### config.mk
export PLATFORM = sky130hd
export DESIGN_NAME = xor_frame_accumulator
export DESIGN_NICKNAME = d
export VERILOG_FILES = /design/src/rtl/xor_frame_acc_pkg.sv /design/src/rtl/coreir_xor.sv /design/src/rtl/xor_frame_accumulator.sv
export SDC_FILE = /design/constraint.sdc
export NUM_CORES = 1
export LEC_CHECK = 0
export BUFFER_PORTS_ARGS = -buffer_cell sky130_fd_sc_hd__clkbuf_2
export CORE_UTILIZATION = 57
export CTS_BUF_LIST = sky130_fd_sc_hd__clkbuf_4 sky130_fd_sc_hd__clkbuf_8
export CTS_CLUSTER_DIAMETER = 150
export CTS_CLUSTER_SIZE = 16
export DETAILED_ROUTE_END_ITERATION = 8
export MAX_ROUTING_LAYER = met4
export PLACE_DENSITY = 0.91
export SLEW_MARGIN = 5
export SYNTH_ARGS = -nofsm -noshare
export SYNTH_HDL_FRONTEND = slang
export SYNTH_HIERARCHICAL = 1
export SYNTH_SLANG_ARGS = --single-unit
export TNS_END_PERCENT = 20
### constraint.sdc
create_clock -name CLK -period 1.9 [get_ports CLK]
set_input_delay 0.095 -clock CLK [delete_from_list [all_inputs] [get_ports CLK]]
set_output_delay 0.095 -clock CLK [all_outputs]
set_load 0.02 [all_outputs]
### src/rtl/xor_frame_acc_pkg.sv
// Shared definitions for the XOR frame accumulator: FSM state encoding,
// default parameter values and the saturating counter increment.
package xor_frame_acc_pkg;

  typedef enum logic {
    ACCUM = 1'b0,
    HOLD  = 1'b1
  } state_e;

  localparam int DEFAULT_WIDTH     = 1;
  localparam int DEFAULT_CNT_WIDTH = 8;

  // Increment a counter of 'bits' width (1..32), clamping at 2^bits - 1
  // instead of wrapping back to zero.
  function automatic logic [31:0] sat_inc(input logic [31:0] value,
                                          input int unsigned bits);
    logic [32:0] limit;
    logic [32:0] nxt;
    limit = (33'd1 << bits) - 33'd1;
    nxt   = {1'b0, value} + 33'd1;
    return (nxt > limit) ? limit[31:0] : nxt[31:0];
  endfunction

endpackage

### src/rtl/coreir_xor.sv
// Bitwise XOR of two equal-width words; width-preserving.
module coreir_xor #(
  parameter int width = 1
) (
  input  logic [width-1:0] in0,
  input  logic [width-1:0] in1,
  output logic [width-1:0] out
);

  assign out = in0 ^ in1;

endmodule

### src/rtl/xor_frame_accumulator.sv
// Streaming XOR-reduction of a frame of words into a registered digest.
// Words arrive on a valid/ready handshake; the word flagged I_last closes
// the frame and the digest plus saturating word count are presented on a
// registered valid/ready output.
// Optional build macro XOR_FRAME_ACC_PIPELINE_EN: while a digest is held,
// input readiness follows O_ready so a new frame can start in the same
// cycle the old digest is consumed (zero-bubble back-to-back frames).
// Without it the stage refuses input while a digest is pending.
// cnt_width is limited to 1..32 by the shared increment helper.
module xor_frame_accumulator
  import xor_frame_acc_pkg::*;
#(
  parameter int width     = DEFAULT_WIDTH,
  parameter int cnt_width = DEFAULT_CNT_WIDTH
) (
  input  logic                 CLK,
  input  logic                 RESET,
  input  logic [width-1:0]     I,
  input  logic                 I_valid,
  input  logic                 I_last,
  output logic                 I_ready,
  output logic [width-1:0]     O,
  output logic [cnt_width-1:0] O_count,
  output logic                 O_valid,
  input  logic                 O_ready
);

  state_e               state_q, state_d;
  logic [width-1:0]     acc_q, acc_d;
  logic [cnt_width-1:0] cnt_q, cnt_d;
  logic [width-1:0]     o_q, o_d;
  logic [cnt_width-1:0] o_count_q, o_count_d;
  logic                 o_valid_q, o_valid_d;

  logic [width-1:0]     acc_xor;
  logic [cnt_width-1:0] cnt_inc;
  logic                 accept;
  logic                 consume;

  // Running accumulator folded with the incoming word.
  coreir_xor #(
    .width(width)
  ) u_xor (
    .in0(acc_q),
    .in1(I),
    .out(acc_xor)
  );

  assign cnt_inc = cnt_width'(sat_inc(32'(cnt_q), cnt_width));

  // Readiness depends on state (and O_ready in the pipelined build) only,
  // never on I_valid.
  always_comb begin
    I_ready = 1'b1;
    if (state_q == HOLD) begin
`ifdef XOR_FRAME_ACC_PIPELINE_EN
      I_ready = O_ready;
`else
      I_ready = 1'b0;
`endif
    end
  end

  assign accept  = I_valid && I_ready;
  assign consume = o_valid_q && O_ready;

  // Next-state, accumulator and digest update.
  always_comb begin
    state_d   = state_q;
    acc_d     = acc_q;
    cnt_d     = cnt_q;
    o_d       = o_q;
    o_count_d = o_count_q;
    o_valid_d = o_valid_q;

    case (state_q)
      ACCUM: begin
        if (accept) begin
          if (I_last) begin
            o_d       = acc_xor;
            o_count_d = cnt_inc;
            o_valid_d = 1'b1;
            acc_d     = '0;
            cnt_d     = '0;
            state_d   = HOLD;
          end else begin
            acc_d = acc_xor;
            cnt_d = cnt_inc;
          end
        end
      end

      HOLD: begin
        if (consume) begin
          o_valid_d = 1'b0;
          state_d   = ACCUM;
        end
`ifdef XOR_FRAME_ACC_PIPELINE_EN
        // acc/cnt are zero in HOLD, so the accepted word opens a new frame.
        if (accept) begin
          if (I_last) begin
            o_d       = acc_xor;
            o_count_d = cnt_inc;
            o_valid_d = 1'b1;
            acc_d     = '0;
            cnt_d     = '0;
            state_d   = HOLD;
          end else begin
            acc_d = acc_xor;
            cnt_d = cnt_inc;
          end
        end
`endif
      end

      default: begin
        state_d = ACCUM;
      end
    endcase
  end

  // State registers; reset discards any partial frame and pending digest.
  always_ff @(posedge CLK) begin
    if (RESET) begin
      state_q   <= ACCUM;
      acc_q     <= '0;
      cnt_q     <= '0;
      o_q       <= '0;
      o_count_q <= '0;
      o_valid_q <= 1'b0;
    end else begin
      state_q   <= state_d;
      acc_q     <= acc_d;
      cnt_q     <= cnt_d;
      o_q       <= o_d;
      o_count_q <= o_count_d;
      o_valid_q <= o_valid_d;
    end
  end

  assign O       = o_q;
  assign O_count = o_count_q;
  assign O_valid = o_valid_q;

endmodule

Word level (Yosys, flattened, before mapping)
Cells that the tools add are included.
Cells by class
  $add $sub $neg: 1
  order comparisons: 1
  eq/ne operators: 3
  mux-type cells: 12
  bitwise gates (word level): 2
  reductions and logical operators: 5
Operator list (number)
  2-to-1 mux 8 bit: 2
  adder 8 x 1 -> 9 bit, second input constant: 1
  > comparator 9 x 8 -> 1 bit, second input constant: 1
  2-to-1 mux 1 bit: 8
  AND reduction 3 bit: 2
  inequality test 2 bit, second input constant: 2
  one-hot mux 1 bit (2 select lines): 2
  logical AND 1 bit: 2
  inequality test 2 x 1 -> 1 bit, second input constant: 1
  AND reduction 2 bit: 1
  NOT 1 bit: 1
  bitwise XOR 1 bit: 1
Storage, ports and cells
  bits in registers: 20
  input bits: 6
  output and inout port bits: 11
  word-level logic and storage cells: 30

Logic depth before layout (Yosys ltp)
  word-level depth: 4
  gate-level depth with buffers: 5
  gate-level depth less buffers: 4

Cells and area by module
The synthesis kept the hierarchy.
By module, submodules not included
  xor_frame_accumulator: instances 1, cells an instance 117, area an instance 1043.5 sq um, sequential area each 400.4 sq um
  coreir_xor: instances 1, cells an instance 1, area an instance 8.8 sq um, sequential area each 0.0 sq um

Worst setup path after synthesis
No wires, ideal clock.
  kind: reg2reg
  start: reg cnt_q[1]
  end: reg o_count_q[5], in the netlist O_count[5]
  setup time: 115 ps
  arrival time: 1216 ps
  data required time: 1785 ps
  setup slack: 570 ps
  stages on the path, launching flop included: 6
  buffers on the path: 1
  period minus slack after synthesis: 1330 ps
  cells stage by stage: dfxtp_1 > ha_1 > and3_1 > buf_2 > nor4_1 > a2111oi_0
On the way
  longest elaborated chain between the ends: 3
RTL lines
  start: declaration: RTL line xor_frame_accumulator.sv:30  | logic [cnt_width-1:0] cnt_q, cnt_d;
  start signal: assignment: RTL line xor_frame_accumulator.sv:134  | cnt_q <= cnt_d;
  adder 8 x 1 -> 9 bit (*): RTL line xor_frame_acc_pkg.sv:20  | nxt = {1'b0, value} + 33'd1;
  > comparator 9 x 8 -> 1 bit: RTL line xor_frame_acc_pkg.sv:21  | return (nxt > limit) ? limit[31:0] : nxt[31:0];
  2-to-1 mux 8 bit (*): RTL line xor_frame_acc_pkg.sv:21
  end signal: assignment: RTL line xor_frame_accumulator.sv:136  | o_count_q <= o_count_d;
  end: declaration: RTL line xor_frame_accumulator.sv:32  | logic [cnt_width-1:0] o_count_q, o_count_d;
Every way passes the cells marked *; elsewhere a longest branch is shown, timed or not.
A chain may end at the register's enable or synchronous reset.

Worst setup path after layout
  start: reg cnt_q[2]
  end: reg cnt_q[7]
On the way
  longest elaborated chain between the ends: 4
RTL lines
  adder 8 x 1 -> 9 bit (*): RTL line xor_frame_acc_pkg.sv:20
  > comparator 9 x 8 -> 1 bit: RTL line xor_frame_acc_pkg.sv:21
  2-to-1 mux 8 bit (*): RTL line xor_frame_acc_pkg.sv:21
  2-to-1 mux 8 bit (*): RTL line xor_frame_accumulator.sv:79  | if (I_last) begin
Marks and branches as above.

==> flow_summary_export.csv <==
group,metric,value,unit
setup_path,ff2ff_path_depth,3,
setup_path,critPathCaptureType,"register",
timing,setup_tns,0,ns
clock_network,clock_sinks,20,
synthesis,synth_async_sr_flop_share,0,%
cells_and_area,synthToLayoutAreaGrowth,9.75,%
floorplanning,die-width,45.0,um
setup_path,r2r-end,"cnt_q[7]",
power_and_ir_drop,power.ir.vdd_worst,0.579,mV
setup_path,origin_of_the_critical_flop_to_flop_path,"cnt_q[2]",
clock_network,cts_tree,"built",
placed_design,gp_congestion,0.835,
timing,hold_violations,0,
global_route,first_global_vias,815,
timing,postLayoutSetupSlackWorst,0.370,ns
job,max-cap-violations,0,
min_path,worst_hold_startpoint,"O_ready",
setup_path,worst-setup-path-type,"reg -> reg",
synthesis,syn-mean-instance-area,8.92,um2
min_path,timing.hold.worst.class,"in -> reg",
route,route.detailed.vias_per_inst,6.22,
clock_network,htreeDepth,1,
synthesis,synth-seq-area-share,38.0,%
setup_path,crit_path_start_kind,"register",
cells_and_area,finalNetCount,137,
route,detailroute.via_count,951,
power_and_ir_drop,powerDensity,783,mW/mm2
synthesis,synth_fp_nets,126,
route,routed_wire_length_per_instance,14.7,um
floorplanning,io-pin-count,17,
synthesis,yosysUniqueCellTypes,43,
route,wl,2250,um
cells_and_area,num_antenna_cells,0,
timing,setup_viol,0,
timing,worst_pin_slew,0.524,ns
placed_design,pre_cts_ws,0.407,ns
status,run_status,"complete, no violations",
clock_network,post_cts_buffers,0,
setup_path,crit_required,2.10,ns
timing,min_period_over_period,80.5,%
timing,max_freq,0.654,GHz
clock_network,hold_buffers,0,
setup_path,crit_path_max_incr_delay,0.55,ns
global_route,wire_length_of_the_first_global_routing_pass,3570,um
cells_and_area,final_cell_mix,"sky130_fd_sc_hd__dfxtp_1, sky130_fd_sc_hd__clkbuf_2, sky130_fd_sc_hd__nor2_1, sky130_fd_sc_hd__nand3b_1",
power_and_ir_drop,power_leakage,0.430,nW
global_route,grt_start_max_net_pins,24,
floorplanning,dieHeight,45.0,um
route,drt_first_iter_violations,26,
synthesis,synthesized_cell_area,0.00105,mm2
clock_network,post_cts.resized_instances,0,
cells_and_area,final_common_cell,"sky130_fd_sc_hd__dfxtp_1",
timing,layout_min_cycle_time,1.53,ns
synthesis,synthesis.instances,118,
timing,slew_headroom,65.1,%
min_path,holdPathEnd,"O_valid",
floorplanning,core-area,0.00173,mm2
setup_path,critical_path_depth,3,
setup_path,crit_chain,"and4_4, a41oi_2, a2111oi_2",
synthesis,synth-edff-count,0,
clock_network,cts_buffers,3,
timing,timing_max_transition_violations_final,0,
route,ant_nets,0,
clock_network,clk_pin_slew_worst_paths,0.13,ns
timing,setup_repair_after_global_routing_missed_its_margin,"false",
clock_network,clk-insertion-delay-late,0.31,ns
floorplanning,floorplan.rows,15,
synthesis,yosys_warnings,6,
global_route,number_of_antenna_violations_at_the_first_check_in_global_routing,0,
cells_and_area,utilization,66.9,%
floorplanning,initial_core_util,60.9,%
route,post-route-drc-count,0,
setup_path,cp_num_buf_inv,0,
clock_network,clock_tree.root_cell,"sky130_fd_sc_hd__clkbuf_4",
clock_network,clk_path_buf_depth,2,
timing,skew,0.0111,ns
setup_path,r2r_setup_slack,0.37,ns
setup_path,path_max_fanout,11,
synthesis,synth.ff_latch_count,20,
cells_and_area,layout.filler_cells,157,
setup_path,worstPathArrival,1.73,ns
min_path,min_path_cells,4,
floorplanning,floorplan.die_area,0.00202,mm2
cells_and_area,layout-drive-gt1-share,25.0,%
placed_design,detailedPlacementHpwl,1560,um
global_route,grt_usage,25.1,%
route,drt_first_pass_iters,4,
setup_path,critPathSlowestCell,"sky130_fd_sc_hd__dfxtp_1",
synthesis,yosys_most_used_dff,"sky130_fd_sc_hd__dfxtp_1",
setup_path,critical_path.top_delay_family,"flip-flops",
global_route,grt_remaining_overflow,0,
placed_design,place.port_buffers,16,
[synth_stat cells, drive strengths merged (3+ instances only)]
cell | count | area [um2]
a211oi | 6 | 45.0
clkbuf | 4 | 25.0
nand2 | 7 | 26.3
nand3b | 8 | 60.1
nor2 | 9 | 33.8
o21ai | 4 | 20.0
dfxtp | 20 | 400
buf | 8 | 51.3
and3 | 5 | 35.0
nand4 | 3 | 18.8
a21oi | 7 | 35.0
inv | 3 | 11.3
a2111oi | 3 | 38.8
[worst reg2reg max path: stages, from the launching register on]
cell	delay, ns
sky130_fd_sc_hd__dfxtp_1	0.55
sky130_fd_sc_hd__and4_4	0.37
sky130_fd_sc_hd__a41oi_2	0.14
sky130_fd_sc_hd__a2111oi_2	0.36
[worst max path at each step]
| stage | from | endpoint |
|---|---|---|
| finish | cnt_q[2] | cnt_q[7] |
| global route | cnt_q[1] | O_count[5] |
| CTS | cnt_q[2] | cnt_q[7] |
| detailed placement | cnt_q[1] | O_count[5] |
| global placement | cnt_q[1] | O_count[5] |
| floorplan | cnt_q[1] | O_count[5] |
[through the flow]
| step | power (mW) | hold slack, ns | instances | cell area (um2) |
|---|---|---|---|---|
| 6_report | 0.904 | 0.0787 | 153 | 1150 |
| 3_5_place_dp | 0.557 | 0.411 | 149 | 1100 |
| 4_1_cts | 0.905 | 0.0818 | 153 | 1150 |
| 3_3_place_gp | 0.553 | 0.398 | 149 | 1100 |
| 5_1_grt | 0.934 | 0.0957 | 153 | 1150 |
| 2_1_floorplan | 0.525 | 0.164 | 118 | 1050 |
[final cells by class]
cell class                      instances  area (um2)  area share, %
Clock buffer                            3        22.5           1.95
Clock inverter                          1        30.0           2.60
Inverter                                3        11.3          0.975
Multi-Input combinational cell         83         564           48.9
Sequential cell                        20         400           34.7
Tap cell                               25        31.3           2.71
Timing Repair Buffer                   18        95.1           8.23
[power breakdown]
group | total (mW) | internal (mW) | switching, mW
sequential | 0.447 | 0.435 | 0.0122
combinational | 0.101 | 0.0358 | 0.0656
clock | 0.356 | 0.213 | 0.142
total | 0.904 | 0.684 | 0.220
[per-layer routing]
metal / wire length (um) / up-vias / global-route usage [%]
met4: 31 / 0 / 10.9
met2: 1060 / 43 / 38.0
met3: 135 / 4 / 5.20
li1: - / 463 / -
met5: 0 / - / -
met1: 1020 / 441 / 32.3
[cell families (layout without fill, tap and decap cells)]
kind of cell,after synthesis,in the layout,synth area share [%]
buffers and inverters,15,25,8.32
adders and majority gates,2,2,2.38
and+or+nand+nor,44,44,24.3
xor gates and xnor gates,2,2,1.66
AOI/OAI and AO/OA,35,35,25.3
DFF,20,20,38.0
[flip-flops by register name, summed over array words and instances, names as in the netlist]
signal	cells
O	1
O_count	8
O_valid	1
acc_q	1
cnt_q	8
state_q	1
Note: power is estimated with default switching activity, not from simulation.
